[src/rtl/spi_pkg.sv]
// Shared types and defaults for the SPI responder.
package spi_pkg;

  // Default word length in bits.
  localparam int unsigned DefaultDataW = 8;

  // Default synchronizer depth for SCK, CS and MOSI.
  localparam int unsigned DefaultSyncStages = 2;

  // Fill bit for the word sent when no transmit word is queued (all ones).
  localparam logic DefaultTxBit = 1'b1;

  // Frame state: IDLE outside a frame, ACTIVE while chip select is asserted.
  typedef enum logic [0:0] {
    StIdle,
    StActive
  } spi_state_e;

endpackage

[src/rtl/spi_sync_edge.sv]
// Multi-flop synchronizer with single-cycle rise/fall pulses on the synchronized value.
module spi_sync_edge #(
  parameter int unsigned Stages   = 2,
  parameter logic        ResetVal = 1'b0
) (
  input  logic clk_i,
  input  logic rst_ni,
  input  logic d_i,
  output logic rise_o,
  output logic fall_o
);

  logic [Stages-1:0] sync_q;
  logic              dly_q;
  logic              sync_s;

  assign sync_s = sync_q[Stages-1];

  // Synchronizer chain plus a one-cycle-delayed copy of its output for edge detection.
  always_ff @(posedge clk_i or negedge rst_ni) begin
    if (!rst_ni) begin
      sync_q <= {Stages{ResetVal}};
      dly_q  <= ResetVal;
    end else begin
      sync_q <= {sync_q[Stages-2:0], d_i};
      dly_q  <= sync_s;
    end
  end

  // Edge pulses compare the synchronized level against its delayed copy.
  always_comb begin
    rise_o = sync_s & ~dly_q;
    fall_o = ~sync_s & dly_q;
  end

endmodule

[src/rtl/spi_responder.sv]
// SPI mode-3 responder: oversampled SCK/CS/MOSI, MSB-first shift registers, a one-word
// transmit holding register and a parallel receive output.
module spi_responder
  import spi_pkg::*;
#(
  parameter int unsigned       DATA_W      = DefaultDataW,
  parameter int unsigned       SYNC_STAGES = DefaultSyncStages,
  parameter logic [DATA_W-1:0] TX_DEFAULT  = {DATA_W{DefaultTxBit}}
) (
  input  logic              sys_clk,
  input  logic              sys_rst_n,
  input  logic              spi_clk_i,
  input  logic              spi_cs_i,
  input  logic              spi_mosi_i,
  output logic              spi_miso_o,
  output logic              spi_miso_oe_o,
  output logic [DATA_W-1:0] rx_data_o,
  output logic              rx_valid_o,
  input  logic [DATA_W-1:0] tx_data_i,
  input  logic              tx_load_i,
  output logic              tx_ready_o,
  output logic              tx_underrun_o,
  output logic              frame_abort_o,
  output logic              busy_o
);

  localparam int unsigned     CntW    = $clog2(DATA_W);
  localparam logic [CntW-1:0] LastBit = CntW'(DATA_W - 1);

  logic sck_rise, sck_fall;
  logic cs_rise, cs_fall;
  logic mosi_s;

  logic [SYNC_STAGES-1:0] mosi_sync_q;

  spi_state_e        state_q;
  logic [CntW-1:0]   bit_cnt_q;
  logic [DATA_W-2:0] tx_shift_q;
  logic [DATA_W-2:0] rx_shift_q;
  logic [DATA_W-1:0] rx_data_q;
  logic              rx_valid_q;
  logic              miso_q;
  logic              oe_q;
  logic              underrun_q;
  logic              abort_q;

  logic [DATA_W-1:0] hold_q, hold_d;
  logic              hold_full_q, hold_full_d;

  logic              cs_edge;
  logic              sck_act_fall;
  logic              sck_act_rise;
  logic              word_start;
  logic [DATA_W-1:0] tx_src;
  logic [DATA_W-1:0] rx_word;

  // SCK resets to its idle-high level. CS resets low so that a CS still held low when reset
  // releases produces no falling edge: a new frame needs a genuine CS falling edge.
  spi_sync_edge #(
    .Stages  (SYNC_STAGES),
    .ResetVal(1'b1)
  ) u_sck_sync (
    .clk_i (sys_clk),
    .rst_ni(sys_rst_n),
    .d_i   (spi_clk_i),
    .rise_o(sck_rise),
    .fall_o(sck_fall)
  );

  spi_sync_edge #(
    .Stages  (SYNC_STAGES),
    .ResetVal(1'b0)
  ) u_cs_sync (
    .clk_i (sys_clk),
    .rst_ni(sys_rst_n),
    .d_i   (spi_cs_i),
    .rise_o(cs_rise),
    .fall_o(cs_fall)
  );

  // MOSI needs only the level, delayed by the same depth as SCK so they stay aligned.
  always_ff @(posedge sys_clk or negedge sys_rst_n) begin
    if (!sys_rst_n) begin
      mosi_sync_q <= '0;
    end else begin
      mosi_sync_q <= {mosi_sync_q[SYNC_STAGES-2:0], spi_mosi_i};
    end
  end

  assign mosi_s = mosi_sync_q[SYNC_STAGES-1];

  // Qualified SCK events: only in ACTIVE, and dropped when a CS edge lands in the same cycle.
  always_comb begin
    cs_edge      = cs_rise | cs_fall;
    sck_act_fall = (state_q == StActive) && !cs_edge && sck_fall;
    sck_act_rise = (state_q == StActive) && !cs_edge && sck_rise;
    word_start   = sck_act_fall && (bit_cnt_q == '0);
    tx_src       = hold_full_q ? hold_q : TX_DEFAULT;
    rx_word      = {rx_shift_q, mosi_s};
  end

  // Holding register: consumption at word start takes priority; a load is accepted only when
  // the register was empty at the start of the cycle, so a load racing an empty word start
  // is kept for the next word.
  always_comb begin
    hold_d      = hold_q;
    hold_full_d = hold_full_q;
    if (word_start && hold_full_q) begin
      hold_full_d = 1'b0;
    end else if (tx_load_i && !hold_full_q) begin
      hold_d      = tx_data_i;
      hold_full_d = 1'b1;
    end
  end

  // Holding register state.
  always_ff @(posedge sys_clk or negedge sys_rst_n) begin
    if (!sys_rst_n) begin
      hold_q      <= '0;
      hold_full_q <= 1'b0;
    end else begin
      hold_q      <= hold_d;
      hold_full_q <= hold_full_d;
    end
  end

  // Frame FSM with shift registers and registered outputs.
  always_ff @(posedge sys_clk or negedge sys_rst_n) begin
    if (!sys_rst_n) begin
      state_q    <= StIdle;
      bit_cnt_q  <= '0;
      tx_shift_q <= '0;
      rx_shift_q <= '0;
      rx_data_q  <= '0;
      rx_valid_q <= 1'b0;
      miso_q     <= 1'b0;
      oe_q       <= 1'b0;
      underrun_q <= 1'b0;
      abort_q    <= 1'b0;
    end else begin
      rx_valid_q <= 1'b0;
      underrun_q <= 1'b0;
      abort_q    <= 1'b0;
      case (state_q)
        StIdle: begin
          if (cs_fall) begin
            state_q   <= StActive;
            bit_cnt_q <= '0;
            oe_q      <= 1'b1;
          end
        end
        StActive: begin
          if (cs_rise) begin
            state_q   <= StIdle;
            bit_cnt_q <= '0;
            oe_q      <= 1'b0;
            abort_q   <= (bit_cnt_q != '0);
          end else begin
            if (sck_act_fall) begin
              if (bit_cnt_q == '0) begin
                // Word start: MSB goes out now, the remaining bits wait in tx_shift.
                miso_q     <= tx_src[DATA_W-1];
                tx_shift_q <= tx_src[DATA_W-2:0];
                underrun_q <= ~hold_full_q;
              end else begin
                miso_q     <= tx_shift_q[DATA_W-2];
                tx_shift_q <= tx_shift_q << 1;
              end
            end
            if (sck_act_rise) begin
              rx_shift_q <= rx_word[DATA_W-2:0];
              if (bit_cnt_q == LastBit) begin
                rx_data_q  <= rx_word;
                rx_valid_q <= 1'b1;
                bit_cnt_q  <= '0;
              end else begin
                bit_cnt_q <= bit_cnt_q + CntW'(1);
              end
            end
          end
        end
        default: begin
          state_q <= StIdle;
        end
      endcase
    end
  end

  // Output assignments.
  always_comb begin
    spi_miso_o    = miso_q;
    spi_miso_oe_o = oe_q;
    rx_data_o     = rx_data_q;
    rx_valid_o    = rx_valid_q;
    tx_ready_o    = ~hold_full_q;
    tx_underrun_o = underrun_q;
    frame_abort_o = abort_q;
    busy_o        = (state_q == StActive);
  end

endmodule

[config.mk]
export PLATFORM = sky130hd
export DESIGN_NAME = spi_responder
export DESIGN_NICKNAME = d
export VERILOG_FILES = /design/src/rtl/spi_pkg.sv /design/src/rtl/spi_sync_edge.sv /design/src/rtl/spi_responder.sv
export SDC_FILE = /design/constraint.sdc
export NUM_CORES = 1
export LEC_CHECK = 0
export CAP_MARGIN = 20
export CORE_ASPECT_RATIO = 1.4
export CORE_MARGIN = 2
export CORE_UTILIZATION = 45
export CTS_BUF_LIST = sky130_fd_sc_hd__clkbuf_16
export CTS_CLUSTER_DIAMETER = 150
export CTS_CLUSTER_SIZE = 16
export DETAILED_ROUTE_END_ITERATION = 10
export PLACE_DENSITY = 0.71
export SETUP_SLACK_MARGIN = 0.3
export SLEW_MARGIN = 20
export SYNTH_ARGS = -nofsm -noshare
export SYNTH_HDL_FRONTEND = slang
export SYNTH_HIERARCHICAL = 1
export SYNTH_SLANG_ARGS = --single-unit
[constraint.sdc]
create_clock -name sys_clk -period 1.8 [get_ports sys_clk]
set_clock_uncertainty 0.15 [all_clocks]
set_input_delay 0.45 -clock sys_clk [delete_from_list [all_inputs] [get_ports sys_clk]]
set_output_delay 0.45 -clock sys_clk [all_outputs]
set_load 0.05 [all_outputs]
# Yosys cells after proc, flatten, opt, wreduce, memory -nomap -nowiden
# Index checks and enable logic that the tools add are counted.
# op_classes
bitwise_logic	13
eq_ne	4
n_reduce_logical	17
addsub	1
n_mux	26
# ops
op	n
two-way mux 1 bit	17
two-way mux 3 bit	4
two-way mux 8 bit	1
inverter 1 bit	8
two-way mux 7 bit	1
logical AND 1 bit	6
one-hot mux 3 bit (2 select lines)	1
AND reduction 2 bit	3
AND reduction 3 bit	2
bitwise AND 1 bit	4
!= test 2 bit, second input constant	2
one-hot mux 1 bit (2 select lines)	2
AND reduction 4 bit	1
adder 3 x 1 -> 3 bit, second input constant	1
equality test 3 bit, second input constant	1
zero test 3 bit	1
!= test 3 x 2 -> 1 bit, second input constant	1
nonzero test 3 bit	1
zero test 1 bit	2
nonzero test 2 bit	1
bitwise OR 1 bit	1
# word_totals
inputBits	14
wordCells	78
ff_bits	48
output_inout_bits	15

# Depth between registers and ports, before layout
# Gate-level depths: netlist of run 1.
# depth
ltp_word	10
ltp_mapped	6
ltp_nobuf	5

# Modules after synthesis
# The synthesis of run 1 kept the hierarchy.
# modules_own_cells
module	area_per_inst_um2	cells_per_inst	n_inst
spi_responder	1750.4	134	1
spi_sync_edge at u_sck_sync	93.8	5	1
spi_sync_edge at u_cs_sync	90.1	5	1

# Worst setup path before layout of run 1
# No wires, ideal clock.
# synth_path
kind	flip-flop to flip-flop
startpoint	register state_q (netlist: busy_o)
endpoint	register rx_data_q[0] (netlist: rx_data_o[0])
path_stages_with_launch	5
synth_period_minus_slack_ps	1783
n_path_buf	1
setup_time_ps	125
setup_slack_ps	17
arrival_time_ps	1508
cell_sequence	dfrtp_1 > and4bb_2 > buf_6 > nand2_4 > mux2_2
# synth_via
elab_chain_cells	3
# synth_rtl
item	line_no	rtl
from (decl)	spi_responder.sv:36	spi_state_e state_q;
from (signal assigned)	spi_responder.sv:130	state_q <= StIdle;
from (signal assigned)	spi_responder.sv:147	state_q <= StActive;
from (signal assigned)	spi_responder.sv:154	state_q <= StIdle;
logical AND 1 bit (2 in a row)	spi_responder.sv:96	sck_act_rise = (state_q == StActive) && !cs_edge && sck_rise;
AND reduction 4 bit (no source line) *	-	
to (signal assigned)	spi_responder.sv:173	rx_data_q <= rx_word;
to (decl)	spi_responder.sv:40	logic [DATA_W-1:0] rx_data_q;
# Mark *: on every way between the ends. The rest lies on a longest branch, timed or not.
# A chain may end at the register's enable or synchronous reset.

# Worst setup path in the final report of run 1
# layout_path
startpoint	register u_sck_sync.sync_q[1]
endpoint	register rx_data_q[6] (netlist: rx_data_o[6])
# layout_via
elab_chain_cells	3
# layout_rtl
item	line_no	rtl
from (decl)	spi_sync_edge.sv:13	logic [Stages-1:0] sync_q;
from (signal assigned)	spi_sync_edge.sv:22	sync_q <= {Stages{ResetVal}};
from (signal assigned)	spi_sync_edge.sv:25	sync_q <= {sync_q[Stages-2:0], d_i};
bitwise AND 1 bit	spi_sync_edge.sv:32	rise_o = sync_s & ~dly_q;
via sck_rise	spi_responder.sv:30	logic sck_rise, sck_fall;
logical AND 1 bit	spi_responder.sv:96	
AND reduction 4 bit (no source line)	-	
# The timed path passes the listed nets, and every way through them passes these cells.

==> results.py, run 1 <==
metrics = {
    "die": {
        "start_util": 0.4640,
        "die_area_sq_um": 4846,
        "rows": 28,
        "floorplan.die.width_microns": 59.41,
        "die_h_microns": 81.58,
        "ports": 29,
        "coreArea_sq_um": 4169,
    },
    "global_route": {
        "antenna_found_initial": 0,
        "grt_max_degree": 49,
        "global_route_wire_length_before_repair_microns": 6299,
        "number_of_global_route_vias_before_repair": 1354,
        "grt_usage": 0.1775,
        "grt_remaining_overflow": 0,
    },
    "power_and_ir_drop": {
        "final_total_pwr_mw": 3.502,
        "p_int_mw": 2.468,
        "clkPwrFrac": 0.251,
        "leakagePower_nw": 1.329,
        "switching_share": 0.2952,
        "power.share.sequential": 0.439,
        "power_frac_comb": 0.309,
        "worst_ir_drop_vdd_uv": 945.1,
        "power_density_nw_per_um2": 1226,
        "power_switching_mw": 1.034,
    },
    "placement": {
        "portBuffers": 28,
        "place_hpwl_microns": 2574,
        "detailed_place.area_sq_um": 2515,
        "globalplace.congestion": 0.7780,
    },
    "detailed_routing": {
        "drc": 0,
        "wirelength_microns": 4068,
        "ant_nets": 0,
        "viasPerCell": 5.421,
        "detailroute.via_count": 1312,
        "dr.first_iter.drc_count": 26,
        "dr.pass1.iters": 4,
        "avgRoutedWirePerCell_microns": 16.81,
    },
    "clock_network": {
        "max-clock-path-buffers": 2,
        "cts_htree_levels": 2,
        "clock-root-buffer": "clkbuf_16",
        "tritoncts_num_sinks": 48,
        "cts_hold_buffers": 0,
        "clk_latency_ns": 0.28,
        "tritoncts": "done",
        "clk_pin_slew_worst_paths_ns": 0.06,
        "cts_buffers": 5,
    },
    "final_layout": {
        "finish.net_count": 213,
        "syn_to_final_growth_pct": 47.67,
        "final_design_area_no_fill_sq_um": 2856,
        "antenna-diode-count": 0,
        "mostFrequentLayoutCells": "40 x dfrtp_1, 18 x mux2_2, 17 x buf_12",
        "total_area_of_multi_input_combinational_cells_sq_um": 800.8,
        "commonest_non_fill_non_tap_cell_in_the_layout": "dfrtp_1",
        "ff_latch_area_sq_um": 1211,
        "fraction_of_layout_cells_with_a_size_suffix_above_1": 0.4721,
        "fillerInstances": 318,
        "fin_util": 0.6852,
    },
    "yosys": {
        "post_synth_inst_count": 144,
        "seq_area_frac_synth": 0.6229,
        "synth.avg_cell_area_sq_um": 13.43,
        "post_synth_xor_area_fraction": 0,
        "synth.area.mux_share": 0.1339,
        "syn-num-nets": 161,
        "compound_cell_area_share_of_the_yosys_netlist": 0.08085,
        "netlist_area_sq_um": 1934,
        "ys.warnings.count": 6,
        "dominant_combinational_cell_family_by_area_after_synthesis": "multiplexers",
        "synth_simple_gate_area_frac": 0.1158,
        "ys_types": 23,
        "synth_adder_area_share": 0.01940,
        "synth_seq_cells": 48,
    },
    "status": {
        "failed_checks": "negative hold slack",
        "run_status": "finished, violations left",
    },
    "setup_path": {
        "crit_type": "reg -> reg",
        "worst_setup_path_startpoint": "u_sck_sync/sync_q[1]",
        "arrival_ns": 1.71,
        "critical_path_peak_fanout": 9,
        "reg2reg_from": "u_sck_sync/sync_q[1]",
        "setup.worst_path.end_class": "flop",
        "startpoint_type": "flop",
        "worstPathRequired_ns": 1.82,
    },
    "timing": {
        "final_min_period_ns": 1.690,
        "timing_worst_slew_pin_value_ns": 0.2526,
        "relSlewSlack": 0.8316,
        "finalHoldWorstSlack_ns": -0.009808,
        "fmax_ghz": 0.5917,
        "finalMaxSlewViolations": 0,
        "setup_violations": 0,
        "setup-tns-final_ns": 0,
        "hold_viol": 8,
        "setup_repair_after_global_routing_missed_its_margin": "yes",
        "final_cycle_share": 0.9389,
    },
    "hold_path": {
        "hold_path_class": "in -> async",
    },
    "flow_run": {
        "timing.max_cap.violations": 0,
    },
}
[routing by layer]
metal / part of all wire / wire length, microns / global-route usage / vias up
met2: 0.56 / 2262 / 0.3209 / 31
met4: 0.017 / 70 / 0.06136 / 0
met1: 0.38 / 1560 / 0.2002 / 658
met5: 0 / 0 / 0 / -
li1: - / - / - / 615
met3: 0.043 / 174 / 0.04094 / 8
[cells by family after synthesis]
logic type,after synthesis
and+or+nand+nor,32
muxes,23
DFF,48
AOI/OAI and AO/OA,26
adders and majority gates,3
buffers and inverters,12
[cell type report]
class,instances,share of cell area
inverters,7,0.009198
clock buffers,5,0.04380
multi-input cells,85,0.2803
flip-flops and latches,48,0.4240
well taps,45,0.01971
clock inverters,3,0.005694
repair buffers,49,0.2173
[cells in the mapped netlist]
| master | n | area share |
|---|---|---|
| dfrtp_1 | 45 | 0.58 |
| mux2_2 | 23 | 0.13 |
| o21ai_0 | 17 | 0.044 |
| nand2_1 | 9 | 0.017 |
| inv_1 | 7 | 0.014 |
| or4bb_1 | 7 | 0.041 |
| nor2b_1 | 5 | 0.016 |
| clkbuf_1 | 4 | 0.0078 |
| nor2_1 | 4 | 0.0078 |
| a32oi_1 | 3 | 0.014 |
| dfstp_2 | 3 | 0.041 |
| ha_1 | 3 | 0.019 |
| o2bb2ai_1 | 3 | 0.014 |
| and2b_2 | 2 | 0.0091 |
| a21o_1 | 1 | 0.0039 |
| a21oi_1 | 1 | 0.0026 |
| and4bb_2 | 1 | 0.0065 |
| buf_6 | 1 | 0.0058 |
| nand2_4 | 1 | 0.0058 |
| nand2b_1 | 1 | 0.0032 |
| nand4_1 | 1 | 0.0032 |
| nand4bb_1 | 1 | 0.0058 |
| o22ai_1 | 1 | 0.0032 |
[power groups by stage]
stage               logic (mW)  clock network (mW)  registers (mW)
CTS                       1.02               0.895            1.53
global placement         0.839                   0            1.54
global route              1.18               0.946            1.57
floorplan                0.499                   0            1.55
finish                    1.08               0.879            1.54
detailed placement       0.873                   0            1.55
[critical path, cell delays in order, from the launching register on]
cell      delay (ns)
dfstp_2         0.54
nor2b_4         0.13
and4bb_2        0.26
buf_12          0.14
nand2_8         0.07
mux2_2          0.28
[registers in the layout, summed over array words and instances (netlist names), 2 cells and up]
signal / flops
rx_data_o: 8
rx_shift_q: 7
tx_shift_q: 7
u_sck_sync/sync_q: 2
hold_q: 8
u_cs_sync/sync_q: 2
bit_cnt_q: 3
mosi_sync_q: 2
[per-stage QoR]
stage,setup slack (ns),std cells
4_1_cts,0.08676,238
6_report,0.1099,242
2_1_floorplan,0.1398,144
3_5_place_dp,-0.04201,221
5_1_grt,0.07179,242
3_3_place_gp,-0.002017,221
[worst paths after layout]
check	endpoint	slack [ns]	cells after the start
worst min register to register	u_cs_sync/sync_q[1]	0.20	0
max in group asynchronous	u_sck_sync/dly_q	1.23	2
min in group sys_clk	u_cs_sync/sync_q[1]	0.20	0
worst max register to register	rx_data_o[6]	0.11	5
worst max-delay path	rx_data_o[6]	0.11	5
worst min-delay path	tx_shift_q[1]	-0.01	2
[what timing repair did]
action / CTS / global route
gates cloned: 2 / 2
endpoints found under the setup margin: 37 / 36
setup buffers: 7 / 2
pin swaps: 9 / 6
resized for setup: 33 / 10
Power figures use the tool's default switching activity.
==> run 2: changes to the inputs <==
PLACE_DENSITY = 0.68   (was 0.71)
clock period = 1.65 ns   (was 1.8 ns; I/O delays follow)
==> run 2 against run 1 <==
  * Largest cell class unchanged
  * Core utilization up 6.1 points
  * Clock power up 34%
  * The flow finishes with violations (negative setup slack)
  * Register-to-register slack worse by 0.17 ns
  * Critical path depth unchanged
  * Design area up 8.8%
  * Sequential cell count unchanged
  * Wire length up 9.9%
  * Hold slack better by 0.21 ns
  * Combinational power up 34%
  * Maximum frequency down 1.2%
==> results.py, run 2 (same netlist as run 1, synthesis figures left out) <==
metrics = {
    "die": {
        "start_util": 0.4640,
        "die_h_microns": 81.58,
        "coreArea_sq_um": 4169,
        "die_area_sq_um": 4846,
        "rows": 28,
        "floorplan.die.width_microns": 59.41,
        "ports": 29,
    },
    "detailed_routing": {
        "ant_nets": 0,
        "dr.first_iter.drc_count": 50,
        "drc": 0,
        "detailroute.via_count": 1370,
        "wirelength_microns": 4469,
        "viasPerCell": 5.480,
        "avgRoutedWirePerCell_microns": 17.88,
        "dr.pass1.iters": 4,
    },
    "setup_path": {
        "cp_slowest_stage_delay_ns": 0.53,
        "reg2reg_to": "rx_data_o[7]",
        "crit_path_end": "rx_data_o[7]",
        "crit_family": "flip-flops",
        "startpoint_type": "flop",
        "critical_path_peak_fanout": 9,
        "worst_setup_path_startpoint": "u_sck_sync/sync_q[1]",
        "timing.critical_path.depth": 5,
        "reg2reg_from": "u_sck_sync/sync_q[1]",
        "crit_type": "reg -> reg",
        "arrival_ns": 1.74,
        "cp_num_buf_inv": 1,
        "setup.worst_path.end_class": "flop",
        "crit_path_cell_trace": "nor2b_4, and4bb_2, buf_12, nand2_4, mux2_2",
        "critical_path.slowest_cell": "dfstp_2",
        "reg2reg_setup_slack_ns": -0.06,
        "worstPathRequired_ns": 1.68,
        "worst-r2r-cell-count": 5,
    },
    "power_and_ir_drop": {
        "leakagePower_nw": 1.443,
        "power_density_nw_per_um2": 1399,
        "worst_ir_drop_vdd_uv": 855.9,
    },
    "global_route": {
        "top_usage_layer": "met2",
        "number_of_global_route_vias_before_repair": 1470,
        "grt.met2_usage": 0.3440,
        "m1_gr_usage": 0.2219,
        "grt_max_degree": 49,
        "met3_usage": 0.05669,
        "antenna_found_initial": 0,
        "grt_remaining_overflow": 0,
        "grt_usage": 0.1984,
        "global_route_wire_length_before_repair_microns": 6934,
    },
    "placement": {
        "portBuffers": 28,
        "detailed_place.area_sq_um": 2535,
        "dpl_worst_slack_ns": -0.1304,
        "globalplace.congestion": 0.7465,
        "place_hpwl_microns": 2492,
    },
    "clock_network": {
        "tritoncts_num_sinks": 48,
        "clock-root-buffer": "clkbuf_16",
        "clk_latency_ns": 0.30,
        "cts_buffers": 5,
        "max-clock-path-buffers": 2,
        "cts_htree_levels": 2,
        "tritoncts": "done",
        "clk_pin_slew_worst_paths_ns": 0.07,
    },
    "timing": {
        "finalHoldWorstSlack_ns": 0.2022,
        "setup-tns-final_ns": -0.6235,
        "setup_violations": 15,
        "finalMaxSlewViolations": 0,
        "final_min_period_ns": 1.710,
        "final_cycle_share": 1.036,
        "setup_repair_after_global_routing_missed_its_margin": "yes",
        "fmax_ghz": 0.5849,
        "relSlewSlack": 0.8278,
        "post-route-worst-setup-slack_ns": -0.05977,
        "hold_viol": 0,
        "timing_worst_slew_pin_value_ns": 0.2582,
    },
    "flow_run": {
        "timing.max_cap.violations": 0,
    },
    "hold_path": {
        "hold_start": "u_cs_sync/sync_q[0]",
        "hold_path_class": "reg -> reg",
    },
    "final_layout": {
        "syn_to_final_growth_pct": 60.74,
        "fraction_of_layout_cells_with_a_size_suffix_above_1": 0.5854,
        "antenna-diode-count": 0,
        "finish.net_count": 221,
        "mostFrequentLayoutCells": "41 x dfrtp_1, 17 x buf_12, 15 x mux2_2",
        "commonest_non_fill_non_tap_cell_in_the_layout": "dfrtp_1",
        "final_design_area_no_fill_sq_um": 3109,
        "fillerInstances": 262,
    },
    "status": {
        "run_status": "finished, violations left",
        "failed_checks": "negative setup slack",
    },
}
-- run 2: per-layer routing --
metal / vias to the layer above / part of all wire
met3: 8 / 0.038
li1: 632 / -
met1: 701 / 0.39
met5: - / 0
met4: 0 / 0.023
met2: 29 / 0.55
-- run 2: timing repair --
action	in CTS	in global routing
resized for setup	47	28
buffers inserted	9	6
endpoints found under the hold margin	45	0
hold buffers	1	0
cloned	3	0
setup endpoints to repair	52	53
pin swaps	16	14
-- run 2: layout make-up --
type | count | area, sq um | area share
flip-flops and latches | 48 | 1210 | 0.3891
multi-input cells | 85 | 920.9 | 0.2962
repair buffers | 57 | 721.9 | 0.2322
clock buffers | 5 | 125.1 | 0.04024
well taps | 45 | 56.30 | 0.01811
clock inverters | 3 | 46.29 | 0.01489
inverters | 7 | 28.78 | 0.009256
-- run 2: power breakdown --
group	switching [mW]	internal, mW	total (mW)
combinational	0.623	0.829	1.45
clock	0.457	0.720	1.18
sequential	0.247	1.47	1.72
total	1.33	3.02	4.35
-- run 2: how the worst min path moves through the flow --
stage                            to  slack (ns)  depth (start not counted)
2_1_floorplan          bit_cnt_q[0]       -0.03                          0
3_3_place_gp    u_cs_sync/sync_q[1]        0.18                          0
3_5_place_dp    u_cs_sync/sync_q[1]        0.19                          0
4_1_cts         u_cs_sync/sync_q[1]        0.21                          0
5_1_grt        u_sck_sync/sync_q[1]        0.21                          0
6_report        u_cs_sync/sync_q[1]        0.20                          0
-- run 2: stage by stage --
step           instances  power (mW)    util
4_1_cts              244       4.110  0.7083
2_1_floorplan        144       2.259       -
5_1_grt              250       4.543  0.7458
3_5_place_dp         223       2.665  0.6080
6_report             250       4.351  0.7458
3_3_place_gp         223       2.628  0.6080
